$ cat src/rtl/sonar_ranger.sv
`default_nettype none
// ============================================================================
// Module   : sonar_ranger
// Purpose  : Ultrasonic range sensor driver for the cutting-machine
//            controller. A level request starts a timed sensor trigger
//            pulse, the echo pulse width is then measured and returned as a
//            range in millimetres. Echo timeout, over-long echo and the
//            minimum re-ping spacing are handled internally.
// Ports    : clk        - clock
//            rst_n      - asynchronous active-low reset
//            trigger    - measurement request (level, sampled in IDLE only)
//            triggerSuc - one-cycle pulse, sensor trigger pulse completed
//            valid      - one-cycle pulse, distance/timeout updated
//            distance   - range in mm, held between valid pulses
//            timeout    - last result was a timeout/abort, held
//            busy       - high whenever the FSM is not idle
//            sonar_trig - sensor trigger pin
//            sonar_echo - sensor echo pin (asynchronous)
// Revision : 1.0 - initial release
// ============================================================================
module sonar_ranger #(
    parameter int DisLen       = 16,
    parameter int TRIG_CYC     = 500,
    parameter int CYC_PER_MM   = 291,
    parameter int TIMEOUT_CYC  = 1500000,
    parameter int MAX_ECHO_CYC = 1250000,
    parameter int HOLDOFF_CYC  = 3000000
) (
    input  logic            clk,
    input  logic            rst_n,
    input  logic            trigger,
    output logic            triggerSuc,
    output logic            valid,
    output logic [DisLen:0] distance,
    output logic            timeout,
    output logic            busy,
    output logic            sonar_trig,
    input  logic            sonar_echo
);

    function automatic int max2(input int a, input int b);
        return (a > b) ? a : b;
    endfunction

    // One cycle counter is shared by every timed state, so it is sized for
    // the largest of the timing parameters.
    localparam int c_CNT_MAX = max2(max2(TRIG_CYC, TIMEOUT_CYC),
                                    max2(MAX_ECHO_CYC, HOLDOFF_CYC));
    localparam int c_CNT_W   = $clog2(c_CNT_MAX + 1);
    localparam int c_PRE_W   = (CYC_PER_MM > 1) ? $clog2(CYC_PER_MM) : 1;

    localparam logic [c_CNT_W-1:0] c_CNT_ONE     = c_CNT_W'(1);
    localparam logic [c_CNT_W-1:0] c_TRIG_LAST   = c_CNT_W'(TRIG_CYC - 1);
    localparam logic [c_CNT_W-1:0] c_TOUT_LAST   = c_CNT_W'(TIMEOUT_CYC - 1);
    localparam logic [c_CNT_W-1:0] c_ECHO_LAST   = c_CNT_W'(MAX_ECHO_CYC - 1);
    localparam logic [c_CNT_W-1:0] c_HOLD_LAST   = c_CNT_W'(HOLDOFF_CYC - 1);
    localparam logic [c_PRE_W-1:0] c_PRE_ONE     = c_PRE_W'(1);
    localparam logic [c_PRE_W-1:0] c_PRE_LAST    = c_PRE_W'(CYC_PER_MM - 1);
    localparam logic [DisLen:0]    c_ACC_ONE     = (DisLen+1)'(1);
    localparam logic [DisLen:0]    c_ALL_ONES    = '1;

    typedef enum logic [2:0] {
        S_IDLE      = 3'd0,
        S_TRIG      = 3'd1,
        S_WAIT_ECHO = 3'd2,
        S_ECHO      = 3'd3,
        S_HOLDOFF   = 3'd4
    } state_t;

    state_t             r_state;
    logic [c_CNT_W-1:0] r_cnt;
    logic [c_PRE_W-1:0] r_pre;
    logic [DisLen:0]    r_acc;

    logic r_echo_meta;
    logic r_echo_sync;
    logic r_echo_prev;

    logic            w_echo_rise;
    logic            w_echo_fall;
    logic            w_pre_wrap;
    logic [DisLen:0] w_acc_next;

    // Two-flop synchronizer plus one delay stage for edge detection. Both
    // edges pass through the same delay, so the measured width is exact.
    always_ff @(posedge clk or negedge rst_n) begin
        if (!rst_n) begin
            r_echo_meta <= 1'b0;
            r_echo_sync <= 1'b0;
            r_echo_prev <= 1'b0;
        end else begin
            r_echo_meta <= sonar_echo;
            r_echo_sync <= r_echo_meta;
            r_echo_prev <= r_echo_sync;
        end
    end

    assign w_echo_rise = r_echo_sync & ~r_echo_prev;
    assign w_echo_fall = ~r_echo_sync & r_echo_prev;
    assign w_pre_wrap  = (r_pre == c_PRE_LAST);

    // Accumulator value including this cycle's prescaler wrap, saturating so
    // a huge echo can never wrap back to a small range.
    always_comb begin
        w_acc_next = r_acc;
        if (w_pre_wrap && (r_acc != c_ALL_ONES)) begin
            w_acc_next = r_acc + c_ACC_ONE;
        end
    end

    always_ff @(posedge clk or negedge rst_n) begin
        if (!rst_n) begin
            r_state    <= S_IDLE;
            r_cnt      <= '0;
            r_pre      <= '0;
            r_acc      <= '0;
            triggerSuc <= 1'b0;
            valid      <= 1'b0;
            distance   <= '0;
            timeout    <= 1'b0;
            busy       <= 1'b0;
            sonar_trig <= 1'b0;
        end else begin
            triggerSuc <= 1'b0;
            valid      <= 1'b0;

            case (r_state)
                S_IDLE: begin
                    if (trigger) begin
                        r_state    <= S_TRIG;
                        r_cnt      <= '0;
                        sonar_trig <= 1'b1;
                        busy       <= 1'b1;
                    end
                end

                S_TRIG: begin
                    if (r_cnt == c_TRIG_LAST) begin
                        sonar_trig <= 1'b0;
                        triggerSuc <= 1'b1;
                        r_state    <= S_WAIT_ECHO;
                        r_cnt      <= '0;
                    end else begin
                        r_cnt <= r_cnt + c_CNT_ONE;
                    end
                end

                // Only a rising edge starts a measurement, so an echo that is
                // already high on entry must fall and rise again first.
                S_WAIT_ECHO: begin
                    if (w_echo_rise) begin
                        r_state <= S_ECHO;
                        r_pre   <= '0;
                        r_acc   <= '0;
                        // The rise cycle is already the first high cycle.
                        r_cnt   <= c_CNT_ONE;
                    end else if (r_cnt == c_TOUT_LAST) begin
                        valid    <= 1'b1;
                        timeout  <= 1'b1;
                        distance <= c_ALL_ONES;
                        r_state  <= S_HOLDOFF;
                        r_cnt    <= '0;
                    end else begin
                        r_cnt <= r_cnt + c_CNT_ONE;
                    end
                end

                // The prescaler ticks once per ECHO cycle including the cycle
                // that sees the fall; that totals exactly the high width,
                // because the rise cycle itself is spent in WAIT_ECHO.
                // r_cnt holds the number of high cycles seen before this one.
                S_ECHO: begin
                    r_pre <= w_pre_wrap ? '0 : (r_pre + c_PRE_ONE);
                    r_acc <= w_acc_next;
                    if (w_echo_fall) begin
                        valid    <= 1'b1;
                        timeout  <= 1'b0;
                        distance <= w_acc_next;
                        r_state  <= S_HOLDOFF;
                        r_cnt    <= '0;
                    end else if (r_cnt == c_ECHO_LAST) begin
                        valid    <= 1'b1;
                        timeout  <= 1'b1;
                        distance <= c_ALL_ONES;
                        r_state  <= S_HOLDOFF;
                        r_cnt    <= '0;
                    end else begin
                        r_cnt <= r_cnt + c_CNT_ONE;
                    end
                end

                S_HOLDOFF: begin
                    if (r_cnt == c_HOLD_LAST) begin
                        r_state <= S_IDLE;
                        busy    <= 1'b0;
                        r_cnt   <= '0;
                    end else begin
                        r_cnt <= r_cnt + c_CNT_ONE;
                    end
                end

                default: begin
                    r_state    <= S_IDLE;
                    r_cnt      <= '0;
                    busy       <= 1'b0;
                    sonar_trig <= 1'b0;
                end
            endcase
        end
    end

endmodule
`default_nettype wire

$ cat config.mk
export PLATFORM = sky130hd
export DESIGN_NAME = sonar_ranger
export DESIGN_NICKNAME = d
export VERILOG_FILES = /design/src/rtl/sonar_ranger.sv
export SDC_FILE = /design/constraint.sdc
export NUM_CORES = 1
export LEC_CHECK = 0
export ABC_AREA = 1
export BUFFER_PORTS_ARGS = -buffer_cell sky130_fd_sc_hd__buf_2
export CAP_MARGIN = 25
export CORE_ASPECT_RATIO = 0.5
export CORE_UTILIZATION = 55
export DETAILED_ROUTE_END_ITERATION = 6
export PLACE_DENSITY = 0.74
export SETUP_SLACK_MARGIN = 0.05
export SLEW_MARGIN = 25
export SYNTH_ARGS = -nofsm -noshare
export SYNTH_HDL_FRONTEND = slang
export SYNTH_SLANG_ARGS = --single-unit
$ cat constraint.sdc
create_clock -name clk -period 4.1 [get_ports clk]
set_input_delay 0.82 -clock clk [delete_from_list [all_inputs] [get_ports clk]]
set_output_delay 0.82 -clock clk [all_outputs]
set_load 0.01 [all_outputs]
Word level (Yosys, flattened, before mapping)
Cells that the tools add are included.

storage, ports and cells
  bits in registers = 76

operators by class
  bitwise logic cells = 6
  reductions and logical operators = 10
  $add $sub $neg = 3
  muxes and demuxes = 44
  eq/ne operators = 18

operators with widths
  cell                     count
  $mux W22                 7
  $pmux W22 S5             1
  $mux W17                 6
  $pmux W17 S2             2
  $eq A22 B21 Y1 const B   2
  $add A22 B1 Y22 const B  1
  $eq A22 B22 Y1 const B   1
  $eq A22 B9 Y1 const B    1
  $mux W3                  7
  $mux W9                  2
  $pmux W9 S2              1
  $add A17 B1 Y17 const B  1
  $ne A17 B17 Y1 const B   1
  $pmux W3 S5              1
  $mux W1                  13
  $ne A2 B2 Y1 const B     6
  $add A9 B1 Y9 const B    1
  $eq A9 B9 Y1 const B     1
  $eq A3 B2 Y1 const B     2
  $ne A3 B3 Y1 const B     2
  $pmux W1 S3              2
  $reduce_and A3 Y1        2
  $reduce_or A3 Y1         2
  $reduce_and A5 Y1        1
  other kinds (10)         15

Longest topological paths before layout
Gate-level depths: netlist (run 1).

  word-level depth = 5
  mapped depth = 14
  mapped depth without buffers = 14

Worst setup path after synthesis (run 1)
No wires, ideal clock.

  path type = reg-to-reg
  start point = register r_acc[0]
  end point = register distance[2]
  clock period less this slack = 1920 ps
  slack = 2180 ps
  required time = 3980 ps
  data arrival time = 1800 ps
  stages on the path, launching flop included = 15
  path buffers = 1
  path through = dfrtp_1 ha_1 inv_1 nor2_1 nand2_1 nor2_1 ha_1 inv_1 nand2_1 buf_2 inv_2 nand3_1 nand2_1 o21ai_1 nand2_1

between the ends
  cells in the longest elaborated chain, start to end = 5

ends and longest elaborated chain
  what                                                                     line  text
  start, declared                                                          73    logic [DisLen:0] r_acc;
  start signal, assigned                                                   174   r_acc <= w_acc_next;
  parallel branches: the longest is 2 deep, another holds $add A17 B1 Y17  n/a
  $mux W17 *                                                               106   if (w_pre_wrap && (r_acc != c_ALL_ONES)) begin
  $mux W17 *                                                               175   if (w_echo_fall) begin
  $pmux W17 S2 *                                                           127   case (r_state)
  end signal, assigned                                                     160   distance <= c_ALL_ONES;
  end signal, assigned                                                     178   distance <= w_acc_next;
  end signal, assigned                                                     184   distance <= c_ALL_ONES;
  end, declared                                                            34    output logic [DisLen:0] distance,

Every way passes the cells marked *.
A chain may end at the register's enable or synchronous reset.

Worst setup path in the final report (run 1)
  start point = register r_acc[1]
  end point = register distance[4]

The elaborated chain is that of the path after synthesis.

==> results_dict.tcl, run 1 <==
set metrics [dict create \
    ioPinCount 26 \
    tightest_slew_ps 708 \
    cts_setup_buffers 0 \
    ant_nets 0 \
    p_switching_uw 890 \
    hold_violations 0 \
    dp_hpwl_um 7580 \
    required_ps 4290 \
    finClkSkew_ps 5.68 \
    cp-end-kind "flip-flop" \
    wirelength_um 10600 \
    max-clock-path-buffers 2 \
    numCtsBuffers 9 \
    p_leak_nw 2.42 \
    synth_warnings 0 \
    min_period_over_period_pct 58.4 \
    r2r.worst_path.cells 11 \
    status "completed" \
    p_sw_share_pct 35.5 \
    dieHeight_um 66.5 \
    syn_to_final_growth_pct 10.7 \
    post_cts_resized 0 \
    r2r_end "distance[4]" \
    power_frac_comb_pct 29.6 \
    cp-endpoint "distance[4]" \
    synthArstFlopShare_pct 100 \
    crit_top_cell "inv_1" \
    relSlewSlack_pct 52.8 \
    grt_pass1_vias 3746 \
    yosysTopAreaCellShare_pct 41.6 \
    synthCells 623 \
    crit_arrival_ps 2580 \
    track_usage_pct 27.1 \
    grt_max_degree 77 \
    yosysMostFrequentCell "nand2_1" \
    crit_cells 11 \
    tritoncts "built" \
    synth_cell_types 30 \
    clockRootBuffer "clkbuf_16" \
    cp_slowest_cell "dfrtp_1" \
    synth_area_leaders "dfrtp_1 (42%), nand2_1 (13%), nor2_1 (6.9%)" \
    crit_buf_inv 3 \
    routedWlPerCell_um 13.8 \
    syn_nets 632 \
    vias 4041 \
    ff2ff_setup_slack_ps 1710 \
    p_int_mw 1.62 \
    grt-ovfl-total 0 \
    ys_ff_latch 76 \
    first_iter_violations 393 \
    hold_class "reg2reg" \
    finalCriticalPeriod_ps 2390 \
    max_freq_mhz 418 \
    cap_violations 0 \
    drt-pass1-iter-count 6 \
    synth_edf_count 0 \
    core_area_um2 8030 \
    utilization_pct 63.1 \
    max-vdd-ir-drop_mv 0.290 \
    yosys-top-cells-count "nand2_1 (162), nor2_1 (84), inv_1 (79)" \
    ctsHoldBuffers 0 \
    cts.clk_slew.worst_paths_ps 60 \
    synth_flop_cell "dfrtp_1" \
    setup-tns-final_ps 0 \
    critPathKind "reg2reg" \
    fin_nets 657 \
    power_density_nw_per_um2 495 \
    htree_levels 3 \
    grt_pass1_wl_um 17700 \
    syn_area_per_cell_um2 7.35 \
    drc 0 \
    seq_area_frac_synth_pct 41.6 \
    critPathMaxFanout 10 \
    path_cells "ha_1 -> inv_1 -> nor2_1 -> nand2_1 -> nor2_1 -> ha_1 -> inv_1 -> nand3_2 -> inv_1 -> o21ai_0 -> a21oi_1" \
    start_kind "flip-flop" \
    clockPowerShare_pct 31.4 \
    cts_num_sinks 76 \
    slowest_delay_ps 370 \
    start_util_pct 57.0 \
    seq_power_share_pct 39.1 \
    syn_area_um2 4580 \
    critPathLaunch "r_acc[1]" \
    reg2reg_from "r_acc[1]" \
    antenna_found_initial 0 \
    slew_viol_final 0 \
    gp_congestion 0.958 \
    path_delay_family "simple AND/OR/NAND/NOR gates" \
    drive_gt1_share_pct 13.2 \
    yosysTopAreaCell "dfrtp_1" \
    clk_latency_ps 340 \
    rsz0062_at_grt "no" \
    die_area_um2 8710 \
    die_x_um 131 \
    portBuffers 25 \
    row_count 23 \
    finalSetupViolations 0 \
    vias_per_cell 5.29 \
    diodes 0 \
]
worst reg2reg max path: stages (launching register included):
cell and delay (ps):
dfrtp_1 370, ha_1 240, inv_1 100, nor2_1 260
nand2_1 150, nor2_1 150, ha_1 160, inv_1 50
nand3_2 180, inv_1 180, o21ai_0 280, a21oi_1 110
layout by cell type, fill, tap and decap left out, types with 2 or more instances in the layout:
master / n
o21ai_0: 32
nand4_1: 15
a21oi_2: 13
clkbuf_16: 9
nand3_2: 4
o21ai_1: 4
nor3_1: 9
buf_2: 24
nor2_8: 2
dfrtp_1: 76
inv_2: 7
inv_1: 79
nand2_4: 4
ha_1: 5
nand2_2: 5
xnor2_1: 2
nor2_1: 84
nand3_1: 49
nor2_2: 11
nand3b_1: 7
nand2_1: 162
a21oi_1: 7
o22ai_1: 12
clkinvlp_4: 2
xor2_1: 20
stage by stage:
stage	total power [mW]	hold WS [ps]	cells	setup slack (ps)	instance area [um2]
2_1_floorplan	1.53	331	623	2180	4580
3_3_place_gp	1.72	335	749	1710	4770
3_5_place_dp	1.73	346	749	1730	4770
4_1_cts	2.53	361	764	1720	5060
5_1_grt	2.66	365	764	1450	5070
6_report	2.51	356	764	1710	5070
cell type report:
type                    instances  area [um2]
fillers                       750        2960
multi-input cells             450        2280
flip-flops and latches         76        1900
inverters                      86         323
clock buffers                  11         243
well taps                     112         140
repair buffers                 25         131
clock inverters                 4        50.0
registers in the layout, summed over array words and instances, names as in the netlist:
signal       flops
r_cnt           22
distance        17
r_acc           17
r_pre            9
r_state          3
busy             1
r_echo_meta      1
r_echo_prev      1
r_echo_sync      1
sonar_trig       1
timeout          1
triggerSuc       1
valid            1
metal layers:
metal	GRT usage (%)	vias to the layer above	share of wire (%)
met1	35.7	1877	47
met3	7.39	15	6.2
met4	7.33	0	1.2
met2	44.0	112	45
li1	-	2037	-
met5	0	-	0
worst min-delay path by stage:
stage / from / to / slack, ps / depth (start not counted)
3_3_place_gp: r_echo_meta / r_echo_sync / 340 / 0
6_report: r_echo_meta / r_echo_sync / 360 / 0
5_1_grt: r_echo_meta / r_echo_sync / 360 / 0
3_5_place_dp: r_echo_meta / r_echo_sync / 350 / 0
4_1_cts: r_echo_meta / r_echo_sync / 360 / 0
2_1_floorplan: r_echo_meta / r_echo_sync / 330 / 0
power by group through the flow:
| stage | combinational, mW | sequential (mW) | clock [mW] |
|---|---|---|---|
| 2_1_floorplan | 0.498 | 1.03 | 0 |
| 3_3_place_gp | 0.731 | 0.988 | 0 |
| 3_5_place_dp | 0.742 | 0.992 | 0 |
| 4_1_cts | 0.750 | 0.979 | 0.801 |
| 5_1_grt | 0.832 | 1.00 | 0.829 |
| 6_report | 0.741 | 0.979 | 0.786 |
logic make-up after synthesis:
family | synth area share (%)
adders and majority gates | 1.37
and+or+nand+nor | 35.2
buffers and inverters | 8.64
xor gates and xnor gates | 4.21
AOI/OAI and AO/OA | 8.99
DFF | 41.6
No activity file was read; power rests on OpenSTA's default activity.
==> run 2: changes to the inputs <==
==> constraint.sdc (replaced) <==
create_clock -name clk -period 2.4 [get_ports clk]
set_input_delay 0.48 -clock clk [delete_from_list [all_inputs] [get_ports clk]]
set_output_delay 0.48 -clock clk [all_outputs]
set_load 0.01 [all_outputs]
==> results_dict.tcl, run 2 (synthesis results as in run 1) <==
set metrics [dict create \
    p_leak_nw 2.48 \
    fin_nets 666 \
    placed_area_um2 4850 \
    min_period_over_period_pct 90.5 \
    syn_to_final_growth_pct 13.3 \
    cp-end-kind "flip-flop" \
    seq_power_share_pct 37.4 \
    start_util_pct 57.0 \
    start_kind "flip-flop" \
    status "completed" \
    critPathMaxFanout 10 \
    die_area_um2 8710 \
    hold_violations 0 \
    diodes 0 \
    grt_pass1_vias 3869 \
    ioPinCount 26 \
    p_int_mw 2.91 \
    totalPowerFinal_mw 4.47 \
    drt-pass1-iter-count 5 \
    power_density_nw_per_um2 862 \
    hold_class "in2async" \
    p_sw_share_pct 35.0 \
    htree_levels 3 \
    dieHeight_um 66.5 \
    antenna_found_initial 0 \
    tightest_slew_ps 494 \
    dp_slack_ps 261 \
    critPathKind "reg2reg" \
    worst_slack_ps 228 \
    crit_arrival_ps 2400 \
    slowest_delay_ps 400 \
    drc 0 \
    track_usage_pct 27.8 \
    routedWlPerCell_um 13.8 \
    finClkSkew_ps 7.26 \
    path_cells "ha_1 -> inv_1 -> nor2_1 -> nand2_1 -> nor2_1 -> ha_1 -> inv_1 -> nand3_2 -> o21ai_0 -> nand2_1 -> o21ai_0 -> inv_1" \
    finalCriticalPeriod_ps 2170 \
    clockRootBuffer "clkbuf_16" \
    max-vdd-ir-drop_mv 0.449 \
    cts.clk_slew.worst_paths_ps 60 \
    cts_num_sinks 76 \
    die_x_um 131 \
    vias 4106 \
    post-route-cell-area_um2 5180 \
    ctsHoldBuffers 0 \
    relSlewSlack_pct 66.8 \
    dp_hpwl_um 7910 \
    top_regs "r_cnt x22, distance x17, r_acc x17" \
    core_area_um2 8030 \
    row_count 23 \
    clockPowerShare_pct 33.3 \
    grt-ovfl-total 0 \
    clk_latency_ps 340 \
    p_switching_mw 1.56 \
    max_freq_mhz 460 \
    ant_nets 0 \
    portBuffers 25 \
    cp_slowest_cell "dfrtp_1" \
    vias_per_cell 5.30 \
    slew_viol_final 0 \
    power_frac_comb_pct 29.3 \
    wirelength_um 10700 \
    final_cell_mix "nand2_1 (161), nor2_1 (84), inv_1 (78)" \
    mostFrequentLayoutCell "nand2_1" \
    rsz0062_at_grt "no" \
    required_ps 2630 \
    cap_violations 0 \
    gp_congestion 0.934 \
    finalSetupViolations 0 \
    max-clock-path-buffers 2 \
    numCtsBuffers 9 \
    final_cell_count_no_fill 774 \
    drive_gt1_share_pct 15.1 \
    tritoncts "built" \
    largest-register "r_cnt" \
    place_inst 758 \
    setup-tns-final_ps 0 \
    grt_max_degree 34 \
    crit_top_cell "inv_1" \
    first_iter_violations 319 \
    grt_pass1_wl_um 18200 \
    largest_register_ffs 22 \
]
run 2: critical path, delay by kind of cell (launching register included):
kind	cells	cell delay (ps)
DFF	1	400
and+or+nand+nor	5	520
AOI/OAI and AO/OA	2	430
adders and majority gates	2	430
buffers and inverters	3	260
run 2: final cells by class:
cell class / count / area, um2
sequential: 76 / 1900
tap: 112 / 140
clock inverter: 6 / 86.3
fill: 722 / 2840
multi-input combinational: 450 / 2290
clock buffer: 10 / 239
timing repair buffer: 34 / 208
inverter: 86 / 323
run 2: stage by stage:
step           utilization [%]  hold WS [ps]
2_1_floorplan                -           184
3_3_place_gp              60.4           341
3_5_place_dp              60.4           346
4_1_cts                   64.5           112
5_1_grt                   64.6           120
6_report                  64.6          87.3
run 2: repair_timing:
| item | 4_1_cts | 5_1_grt |
|---|---|---|
| setup buffers | 0 | 0 |
| setup endpoints to repair | 0 | 26 |
| gates resized for setup | 0 | 3 |
run 2: power groups by stage:
| stage | combinational (mW) | clock, mW | sequential (mW) |
|---|---|---|---|
| floorplan | 0.850 | 0 | 1.76 |
| global placement | 1.30 | 0 | 1.69 |
| detailed placement | 1.32 | 0 | 1.70 |
| CTS | 1.33 | 1.51 | 1.67 |
| global route | 1.49 | 1.56 | 1.71 |
| finish | 1.31 | 1.49 | 1.67 |
run 2: worst paths after layout:
path / from / end / slack (ps) / cells after the start
min in group clk: sonar_echo / r_echo_meta / 250 / 1
max in group asynchronous: rst_n / r_cnt[1] / 1750 / 2
worst max register to register: r_acc[0] / distance[10] / 230 / 12
worst max-delay path: r_acc[0] / distance[10] / 230 / 12
worst min-delay path: rst_n / r_cnt[15] / 90 / 1
worst min register to register: r_echo_meta / r_echo_sync / 360 / 0
run 2: per-layer routing:
layer / share of wire [%] / track usage [%] / routed length [um]
met1: 47 / 36.0 / 5070
met2: 47 / 47.0 / 4990
met3: 4.5 / 6.18 / 480
met4: 1.6 / 8.19 / 171
met5: 0 / 0 / 0
